`src/rtl/sm_mul_seq.sv`:
```
// Sequential shift-add multiplier for sign-magnitude operands.
// Takes MAG_W add/shift steps plus one result-load cycle; the result waits in DONE until acked.
module sm_mul_seq #(
  parameter int MAG_W = 2
) (
  input  logic                 clk,
  input  logic                 rst_n,
  input  logic                 start,
  input  logic                 A_s,
  input  logic [MAG_W-1:0]     A_m,
  input  logic                 B_s,
  input  logic [MAG_W-1:0]     B_m,
  output logic                 ready,
  output logic                 valid,
  input  logic                 ack,
  output logic [2*MAG_W-1:0]   P_m,
  output logic                 sf,
  output logic                 zf,
  output logic [1:0]           dbg_state
);

  localparam int PW = 2 * MAG_W;
  localparam int CW = $clog2(MAG_W + 1);

  // Handshake: start is taken only on an edge where ready=1; the result is
  // consumed on an edge where valid=1 and ack=1. Both are ignored otherwise.
  typedef enum logic [1:0] {
    IDLE = 2'd0,
    RUN  = 2'd1,
    DONE = 2'd2
  } state_t;

  state_t          state_q, state_d;
  logic [PW-1:0]   mcand_q, mcand_d;
  logic [MAG_W-1:0] mplier_q, mplier_d;
  logic [PW-1:0]   acc_q, acc_d;
  logic [CW-1:0]   cnt_q, cnt_d;
  logic            sign_q, sign_d;
  logic [PW-1:0]   p_q, p_d;
  logic            sf_q, sf_d;
  logic            zf_q, zf_d;

  always_ff @(posedge clk or negedge rst_n) begin
    if (!rst_n) begin
      state_q <= IDLE;
    end else begin
      state_q <= state_d;
    end
  end

  always_ff @(posedge clk or negedge rst_n) begin
    if (!rst_n) begin
      mcand_q  <= '0;
      mplier_q <= '0;
      acc_q    <= '0;
      cnt_q    <= '0;
      sign_q   <= 1'b0;
      p_q      <= '0;
      sf_q     <= 1'b0;
      zf_q     <= 1'b0;
    end else begin
      mcand_q  <= mcand_d;
      mplier_q <= mplier_d;
      acc_q    <= acc_d;
      cnt_q    <= cnt_d;
      sign_q   <= sign_d;
      p_q      <= p_d;
      sf_q     <= sf_d;
      zf_q     <= zf_d;
    end
  end

  always_comb begin
    state_d  = state_q;
    mcand_d  = mcand_q;
    mplier_d = mplier_q;
    acc_d    = acc_q;
    cnt_d    = cnt_q;
    sign_d   = sign_q;
    p_d      = p_q;
    sf_d     = sf_q;
    zf_d     = zf_q;
    case (state_q)
      IDLE: begin
        if (start) begin
          mcand_d  = PW'(A_m);
          mplier_d = B_m;
          sign_d   = A_s ^ B_s;
          acc_d    = '0;
          cnt_d    = CW'(MAG_W);
          state_d  = RUN;
        end
      end
      RUN: begin
        if (cnt_q != '0) begin
          if (mplier_q[0]) acc_d = acc_q + mcand_q;
          mcand_d  = mcand_q << 1;
          mplier_d = mplier_q >> 1;
          cnt_d    = cnt_q - CW'(1);
        end else begin
          // Sign is masked by the zero test so negative zero never appears.
          p_d     = acc_q;
          zf_d    = (acc_q == '0);
          sf_d    = sign_q & (acc_q != '0);
          state_d = DONE;
        end
      end
      DONE: begin
        if (ack) state_d = IDLE;
      end
      default: state_d = IDLE;
    endcase
  end

  assign ready     = (state_q == IDLE);
  assign valid     = (state_q == DONE);
  assign P_m       = p_q;
  assign sf        = sf_q;
  assign zf        = zf_q;
  assign dbg_state = state_q;

endmodule

```
`config.mk`:
```
export PLATFORM = sky130hd
export DESIGN_NAME = sm_mul_seq
export DESIGN_NICKNAME = d
export VERILOG_FILES = /design/src/rtl/sm_mul_seq.sv
export SDC_FILE = /design/constraint.sdc
export NUM_CORES = 1
export LEC_CHECK = 0
export ABC_CLOCK_PERIOD_IN_PS = 1700
export BUFFER_PORTS_ARGS = -buffer_cell sky130_fd_sc_hd__clkbuf_2
export CAP_MARGIN = 20
export CELL_PAD_IN_SITES_DETAIL_PLACEMENT = 1
export CELL_PAD_IN_SITES_GLOBAL_PLACEMENT = 1
export CORE_ASPECT_RATIO = 1.5
export CORE_MARGIN = 2
export CORE_UTILIZATION = 38
export CTS_CLUSTER_DIAMETER = 80
export DETAILED_ROUTE_END_ITERATION = 7
export PLACE_DENSITY_LB_ADDON = 0.15
export SYNTH_ARGS = -nofsm -noshare
export SYNTH_HDL_FRONTEND = slang
export SYNTH_SLANG_ARGS = --single-unit
```
`constraint.sdc`:
```
create_clock -name clk -period 1.7 [get_ports clk]
set_clock_uncertainty 0.1 [all_clocks]
set_input_delay 0.425 -clock clk [delete_from_list [all_inputs] [get_ports clk]]
set_output_delay 0.425 -clock clk [all_outputs]
set_load 0.1 [all_outputs]
```
# Word level (Yosys, flattened, before mapping)
# Cells that the tools add are included.
# word_totals
ff_bits	21
input_bits	10
word_cells	48
# classes
addsub	2
eq_ne	7
n_mux	17
bitwise	3
reduce_logical	10
# op_table
operator	count
2-to-1 mux 4 bit	5
case mux 4 bit (2 select lines)	2
2-to-1 mux 2 bit	7
!= test 2 bit, second input constant	4
case mux 2 bit (2 select lines)	2
case mux 2 bit (3 select lines)	1
AND reduction 3 bit	2
adder 4 bit	1
zero test 4 bit	1
AND reduction 2 bit	2
AND reduction 4 bit	1
nonzero test 2 bit	2
nonzero test 4 bit	1
equality test 2 x 1 -> 1 bit, second input constant	1
equality test 2 bit, second input constant	1
zero test 2 bit	1
!= test 2 x 1 -> 1 bit, second input constant	1
subtractor 2 x 1 -> 2 bit, second input constant	1
bitwise AND 1 bit	1
inverter 1 bit	1
XOR 1 bit	1

# Longest topological paths before layout
# depth
depth_word	4
mapped_depth	7
ltp_nobuf	6

# Worst setup path before layout
# No wires, ideal clock.
# synth_timing
path_kind	reg-to-output
start	reg state_q[0], in the netlist dbg_state[0]
end	out ready
t_arrival_ns	2.356
setup_slack_ns	-1.181
stages_incl_launch_ff	3
cell_sequence	dfrtp_1 -> buf_2 -> nor2_1
# synth_via
elab_chain_cells	1
# synth_lines
element	line_no	text
start: declaration	33	state_t state_q, state_d;
start signal: assignment	47	state_q <= state_d;
zero test 2 bit	115	assign ready = (state_q == IDLE);
end: declaration	13	output logic ready,
# Every way passes these cells.

# Final worst setup path
# Same ends and word-level chain as after synthesis.

==> impl_metrics.json <==
{
  "syn_avg_cell_area_um2": 11.5,
  "worstPathArrival_ns": 1.16,
  "routed_wl_mm": 2.35,
  "period_share": 0.994,
  "rrSetupSlack_ns": 0.06,
  "grt_overflow": 0,
  "cp.required_ns": 1.17,
  "final_antenna_net_count": 0,
  "cts.sinks": 21,
  "grt_pass1_wl_mm": 3.75,
  "synth_edf_count": 0,
  "wl_per_cell_um": 14.7,
  "yosys_warnings": 0,
  "rsz0062_at_grt": "true",
  "vias": 801,
  "max-slew-margin-rel": 0.635,
  "die-area_um2": 3240,
  "synth_top_area_cell": "dfrtp_1",
  "max_freq_mhz": 592,
  "yosysSeqAreaShare": 0.495,
  "drc": 0,
  "synth_cell_types": 25,
  "drv_slew": 0,
  "worst_slack_ns": 0.0100,
  "multi_input_area_um2": 533,
  "die_y_um": 68.8,
  "fin_nets": 139,
  "finalSetupViolCount": 0,
  "dp_slack_ns": 0.00976,
  "cts.clk_slew.worst_paths_ns": 0.08,
  "rows": 23,
  "grt_antenna_before_repair": 0,
  "detail_route.first_pass.iterations": 4,
  "place.gp.congestion": 0.751,
  "port_buffers": 19,
  "drtIter0Drc": 4,
  "mostFrequentLayoutCell": "dfrtp_1",
  "clock_path_buffers": 2,
  "maxCapViolCount": 0,
  "ys_ff_latch": 21,
  "netlist_top_cells_area": "dfrtp_1 49%, mux2_2 9.5%, a22o_1 6.6%",
  "fin_crit_ns": 1.69,
  "syn_to_final_growth_pct": 35.1,
  "n_antenna_cell": 0,
  "die_x_um": 47.2,
  "track_usage": 0.166,
  "cts_made_buffers": 3,
  "syn_nets": 107,
  "grt_start_max_net_pins": 22,
  "start_kind": "flip-flop",
  "htree_levels": 1,
  "initial_core_util": 0.397,
  "cp_max_fo": 3,
  "ios": 20,
  "hold_viol": 0,
  "drive_gt1_frac": 0.439,
  "worstSetupPathType": "flip-flop to output pin",
  "first_global_vias": 768,
  "fill_cells": 304,
  "worst_slew_pin_slew_ns": 0.548,
  "async_reset_ff_frac": 1.00,
  "synth_area_um2": 1060,
  "end_kind": "output pin",
  "status": "finished clean",
  "synth_ff_type": "dfrtp_1",
  "yosysTopAreaCellShare": 0.495,
  "clock_latency_ns": 0.26,
  "routed_via_density": 5.01,
  "cts_root_buf": "clkbuf_8",
  "core_area_um2": 2680,
  "min_path_type": "input port to async pin",
  "regArea_um2": 531,
  "synthCells": 92,
  "cts_tree": "yes",
  "mostFrequentLayoutCells": "19 x dfrtp_1, 15 x buf_4, 9 x mux2_2, 9 x clkbuf_2, 8 x a22o_1",
  "dp_hpwl_mm": 1.76
}
stage by stage:
step	instance area, um^2	utilization	setup TNS (ns)	hold slack [ns]	instances
2_1_floorplan	1090	-	-0.487	0.0294	92
5_1_grt	1440	0.536	-0.0561	0.0649	160
6_report	1440	0.536	0	0.0361	160
3_5_place_dp	1330	0.496	0	0.325	152
4_1_cts	1400	0.522	0	0.0391	158
3_3_place_gp	1330	0.496	0	0.323	152
cell usage after synthesis, drive strengths merged (2+ instances only):
cell type	number
a22o	8
ha	4
nor2	5
inv	4
nand2b	3
a21oi	4
a21o	2
dfrtp	21
mux2	9
mux2i	3
buf	3
o21ai	6
nand2	8
nor2b	4
routing by layer:
layer  vias up  track usage  wire [um]
met5         -            0          0
met4         0       0.0625         17
met3         2       0.0234         66
met2        15        0.284       1280
met1       397        0.205        983
li1        387            -          -
path summary, 6_finish.rpt:
kind                               from      endpoint  depth (start not counted)
hold / removal                    rst_n      acc_q[1]                          1
min in group clk                    ack  dbg_state[1]                          2
max in group asynchronous         rst_n  dbg_state[0]                          1
hold reg to reg                  P_m[2]        P_m[2]                          1
setup reg to reg           dbg_state[0]    mcand_q[1]                          4
setup / recovery           dbg_state[0]         ready                          3
cells by family (layout without fill, tap and decap cells):
family | after synthesis | after routing | synth area share
compound gates | 22 | 22 | 0.141
xor+xnor | 2 | 2 | 0.0165
fa+ha+maj | 5 | 5 | 0.0660
buf+inv | 7 | 38 | 0.0400
flops | 21 | 21 | 0.495
mux | 12 | 12 | 0.124
simple gates | 23 | 23 | 0.118
area by class of cell:
| class | instances | area share |
|---|---|---|
| multi-input cells | 64 | 0.371 |
| flip-flops and latches | 21 | 0.370 |
| repair buffers | 30 | 0.181 |
| well taps | 37 | 0.0323 |
| clock buffers | 3 | 0.0288 |
| inverters | 4 | 0.0131 |
| clock inverters | 1 | 0.00349 |
what timing repair did:
| item | CTS | global route |
|---|---|---|
| hold buffers | 0 | 0 |
| gates resized for setup | 2 | 5 |
| pin swaps | 2 | 1 |
| setup endpoints to repair | 3 | 5 |
| setup buffers | 2 | 2 |
worst max-delay path, stage by stage (launching register included):
cell,delay [ns]
dfrtp_4,0.50
buf_6,0.14
nor2_4,0.09
buf_12,0.18
registers in the layout, indices dropped and copies added, names as in the netlist:
register / count
acc_q: 4
cnt_q: 2
P_m: 4
mcand_q: 4
mplier_q: 2
zf: 1
sf: 1
dbg_state: 2
sign_q: 1
Power is not shown: default switching activity piles up to over one toggle a cycle in this logic, so the estimate is an artifact.
